[src/rtl/apb_scratch_regfile.sv]
// APB slave with a bank of scratch registers, programmable wait states and
// PSLVERR on writes above the bank; reads above the bank return their own address.
module apb_scratch_regfile #(
    parameter int unsigned       ADDR_W      = 5,
    parameter int unsigned       DATA_W      = 8,
    parameter int unsigned       DEPTH       = 16,
    parameter int unsigned       WAIT_STATES = 0,
    parameter logic [DATA_W-1:0] RESET_VALUE = '0
) (
    input  logic              clk,
    input  logic              rst_n,
    input  logic              PSEL,
    input  logic [ADDR_W-1:0] PADDR,
    input  logic              PENABLE,
    input  logic              PWRITE,
    input  logic [DATA_W-1:0] PWDATA,
    output logic [DATA_W-1:0] PRDATA,
    output logic              PREADY,
    output logic              PSLVERR
);
    localparam logic [3:0]      WS_L    = 4'(WAIT_STATES);
    localparam logic [ADDR_W:0] DEPTH_L = (ADDR_W + 1)'(DEPTH);

    logic [3:0]        wcnt_q, wcnt_d;
    logic [DATA_W-1:0] mem_q [DEPTH];
    logic [DATA_W-1:0] mem_d [DEPTH];
    logic              access;
    logic              complete;
    logic              in_range;
    logic              wr_en;
    logic [DATA_W-1:0] rd_mem;

    assign access   = PSEL & PENABLE;
    assign in_range = {1'b0, PADDR} < DEPTH_L;
    assign PREADY   = access & (wcnt_q == WS_L) & rst_n;
    assign complete = PREADY;
    assign wr_en    = complete & PWRITE & in_range;

    // wcnt never passes WAIT_STATES: reaching it completes the transfer and clears it
    always_comb begin
        wcnt_d = '0;
        if (access && (wcnt_q != WS_L)) begin
            wcnt_d = wcnt_q + 4'd1;
        end
    end

    always_comb begin
        for (int i = 0; i < int'(DEPTH); i++) begin
            mem_d[i] = mem_q[i];
            if (wr_en && (PADDR == ADDR_W'(i))) begin
                mem_d[i] = PWDATA;
            end
        end
    end

    always_comb begin
        rd_mem = '0;
        for (int i = 0; i < int'(DEPTH); i++) begin
            if (PADDR == ADDR_W'(i)) begin
                rd_mem = mem_q[i];
            end
        end
    end

    // Above the bank the address itself is reflected, resized to the data width
    always_comb begin
        PRDATA  = '0;
        PSLVERR = 1'b0;
        if (complete) begin
            if (PWRITE) begin
                PSLVERR = ~in_range;
            end else begin
                PRDATA = in_range ? rd_mem : DATA_W'(PADDR);
            end
        end
    end

    always_ff @(posedge clk) begin
        if (!rst_n) begin
            wcnt_q <= '0;
            for (int i = 0; i < int'(DEPTH); i++) begin
                mem_q[i] <= RESET_VALUE;
            end
        end else begin
            wcnt_q <= wcnt_d;
            for (int i = 0; i < int'(DEPTH); i++) begin
                mem_q[i] <= mem_d[i];
            end
        end
    end

endmodule
[config.mk]
export PLATFORM = sky130hd
export DESIGN_NAME = apb_scratch_regfile
export DESIGN_NICKNAME = d
export VERILOG_FILES = /design/src/rtl/apb_scratch_regfile.sv
export SDC_FILE = /design/constraint.sdc
export NUM_CORES = 1
export LEC_CHECK = 0
export CAP_MARGIN = 0
export CORE_ASPECT_RATIO = 0.5
export CORE_MARGIN = 2
export CORE_UTILIZATION = 50
export DETAILED_ROUTE_END_ITERATION = 16
export GPL_ROUTABILITY_DRIVEN = 0
export PLACE_DENSITY = 0.75
export SETUP_SLACK_MARGIN = 0.1
export SYNTH_ARGS = -nofsm -noshare
export SYNTH_HDL_FRONTEND = slang
export SYNTH_SLANG_ARGS = --single-unit
export TNS_END_PERCENT = 1
[constraint.sdc]
create_clock -name clk -period 2.79 [get_ports clk]
set_input_delay 0.6975 -clock clk [delete_from_list [all_inputs] [get_ports clk]]
set_output_delay 0.6975 -clock clk [all_outputs]
set_load 0.01 [all_outputs]
==> flow_metrics.env <==
export IMPL_status="finished with violations"
export IMPL_failed_checks="negative setup slack"
export IMPL_async_flop_share=0
export IMPL_synth_area_leaders="dfxtp_1 39%, mux2i_1 14%, nor2b_1 8.5%, a21boi_1 4.9%, o21ai_0 4.2%"
export IMPL_path_clk_slew_ns=0.07
export IMPL_netlist_instances=746
export IMPL_rsz0062_at_grt="yes"
export IMPL_synth_largest_area_cell="dfxtp_1"
export IMPL_worstPathRequired_ns=2.09
export IMPL_grt_usage=0.3058
export IMPL_setup_tns_ns=-2.433
export IMPL_min_delay_path_class="reg -> reg"
export IMPL_nNetsFinal=876
export IMPL_synth_area_um2=6745
export IMPL_synth_top_area_frac=0.3918
export IMPL_final_core_util=0.6791
export IMPL_ys_types=66
export IMPL_antenna_left=0
export IMPL_cp_start_kind="register"
export IMPL_layout_commonest_cell="dfxtp_1"
export IMPL_met3_length_um=2087
export IMPL_worst_pin_slew_ns=1.057
export IMPL_p_leak_nw=3.458
export IMPL_setup_viol_count_final=9
export IMPL_io_buffers=27
export IMPL_start_util=0.5222
export IMPL_fin_ws_ns=-0.3043
export IMPL_final_hold_violation_count=0
export IMPL_vias_per_cell=6.047
export IMPL_syn_to_final_growth_pct=30.05
export IMPL_grt_first_pass_wirelength_um=33750
export IMPL_drv_slew=0
export IMPL_synth_edff_count=0
export IMPL_register_area_um2=2645
export IMPL_ys_warn_count=0
export IMPL_first_pass_iters=6
export IMPL_grt_start_max_net_pins=129
export IMPL_die_w_um=168.3
export IMPL_wl_met2_um=9297
export IMPL_die_area_um2=14490
export IMPL_holdBufCountCts=0
export IMPL_worstPathCellList="inv_2 > ha_4 > or3b_4 > or3_4 > buf_6 > a221oi_2 > o21a_1 > buf_2"
export IMPL_cts_root_buffer="clkbuf_16"
export IMPL_post_dp_hpwl_um=14580
export IMPL_grt_antenna_before_repair=0
export IMPL_fillerInstances=964
export IMPL_final_cell_mix="130 x dfxtp_1, 114 x buf_4, 95 x mux2i_1, 90 x nor2b_1, 66 x nand2_1"
export IMPL_layout_min_cycle_time_ns=3.094
export IMPL_skew_ns=0.006583
export IMPL_cts_buffer_depth=2
export IMPL_cap_violations=0
export IMPL_irDropWorstVdd_uv=434.4
export IMPL_num_rows=29
export IMPL_clkLatencyLatePin_ns=0.43
export IMPL_slew_headroom=0.2952
export IMPL_critPathCaptureType="output pin"
export IMPL_total_power_mw=4.557
export IMPL_fin_hold_ws_ns=0.4714
export IMPL_wirelength_um=21460
export IMPL_cpPeakStageDelay_ns=0.41
export IMPL_cts_tree="yes"
export IMPL_n_antenna_cell=0
export IMPL_crit_fanout=6
export IMPL_crit_slowest_cell="or3_4"
export IMPL_m1WireLength_um=9362
export IMPL_synth_net_count=766
export IMPL_clock_fmax_mhz=323.2
export IMPL_drt_iter0_drc=754
export IMPL_critPathKind="reg -> out"
export IMPL_vias=6283
export IMPL_power_density_nw_per_um2=519.5
export IMPL_drive_gt1_frac=0.2716
export IMPL_grt_overflow_total=0
export IMPL_numClockSinks=132
export IMPL_ys_seq_area_frac=0.3918
export IMPL_core_um2=12920
export IMPL_grt_pass1_vias=6117
export IMPL_min_period_over_period=1.109
export IMPL_multi_input_area_um2=4036
export IMPL_drc_errors=0
export IMPL_chipHeight_um=86.13
export IMPL_routedWlPerCell_um=20.65
export IMPL_avgSynthCellArea_um2=9.042
export IMPL_synth_seq_cells=132
export IMPL_pin_count=28
export IMPL_place_ws_ns=-1.067
export IMPL_htree_levels=4
export IMPL_synthFlopType="dfxtp_1"
export IMPL_cts_buffers=17
export IMPL_highest_layer="met4"
export IMPL_worstPathArrival_ns=2.40
[cell families (layout without fill, tap and decap cells)]
| logic type | Yosys count | in the layout | share of synthesized area |
|---|---|---|---|
| buffers and inverters | 70 | 193 | 0.04378 |
| adder cells (fa/ha/maj) | 2 | 2 | 0.003709 |
| multiplexers | 108 | 108 | 0.1725 |
| flip-flops | 132 | 132 | 0.3918 |
| AO/OA/AOI/OAI | 177 | 177 | 0.1744 |
| XOR/XNOR | 2 | 2 | 0.002597 |
| AND/OR/NAND/NOR | 255 | 255 | 0.2113 |
[worst paths after layout]
path / cells after the start / from / slack [ns] / end
worst min-delay path: 2 / mem_q[0][16]$_SDFFE_PN0P_ / 0.47 / mem_q[0][16]$_SDFFE_PN0P_
worst max register to register: 9 / wcnt_q[1]$_SDFF_PN0_ / 0.54 / mem_q[0][2]$_SDFFE_PN0P_
worst max-delay path: 8 / wcnt_q[1]$_SDFF_PN0_ / -0.30 / PRDATA[0]
worst min register to register: 2 / mem_q[0][16]$_SDFFE_PN0P_ / 0.47 / mem_q[0][16]$_SDFFE_PN0P_
[metrics by stage]
stage / std cells / area, um2
after global routing: 1039 / 8772
after global placement: 1002 / 7954
final: 1039 / 8772
after floorplan: 746 / 6822
after CTS: 1039 / 8736
after detailed placement: 1002 / 7954
[flip-flops by register name, summed over array words and instances, names as in the netlist]
signal	count
wcnt_q	4
mem_q	128
[where the power goes]
part	leakage, nW	switching (mW)	internal (mW)
Clock	0.282	0.967	1.26
Combinational	2.11	0.248	0.191
Sequential	1.06	0.00140	1.89
[repair_timing]
action | in CTS | in global routing
pin swaps | 15 | 3
endpoints found under the hold margin | 0 | 0
gates resized for setup | 98 | 7
setup endpoints to repair | 10 | 9
setup buffers | 5 | 0
[routing by layer]
| metal | GRT usage | up-vias |
|---|---|---|
| li1 | - | 2887 |
| met1 | 0.4121 | 3012 |
| met2 | 0.4777 | 320 |
| met3 | 0.07199 | 64 |
| met4 | 0.1238 | 0 |
| met5 | 0 | - |
[cell type report]
type,instances,share of cell area
clock inverters,15,0.01797
flip-flops and latches,132,0.3015
clock buffers,17,0.04850
repair buffers,152,0.1432
well taps,170,0.02425
inverters,9,0.004422
multi-input cells,544,0.4601
[cell usage after synthesis, types with 4 or more instances]
cell / count
nand2_1: 67
a21oi_1: 14
o22ai_1: 4
nand4_1: 5
mux4_2: 6
buf_2: 20
nand3_1: 21
clkbuf_1: 37
o21ai_0: 56
nor2_1: 21
a211oi_1: 5
nor2b_1: 92
a41oi_1: 4
nand3b_1: 7
o21ai_1: 4
a31oi_1: 6
mux2_1: 4
a22o_1: 4
mux2i_1: 96
dfxtp_1: 132
and3_1: 7
nor3_1: 5
a21boi_1: 44
inv_1: 6
o211ai_1: 4
[critical path, delay by kind of cell (launching register included)]
| family | cells | cell delay (ns) |
|---|---|---|
| DFF | 1 | 0.32 |
| buffers and inverters | 3 | 0.37 |
| and+or+nand+nor | 2 | 0.78 |
| adders and majority gates | 1 | 0.13 |
| AOI/OAI and AO/OA | 2 | 0.37 |
No activity file was read; power rests on OpenSTA's default activity.
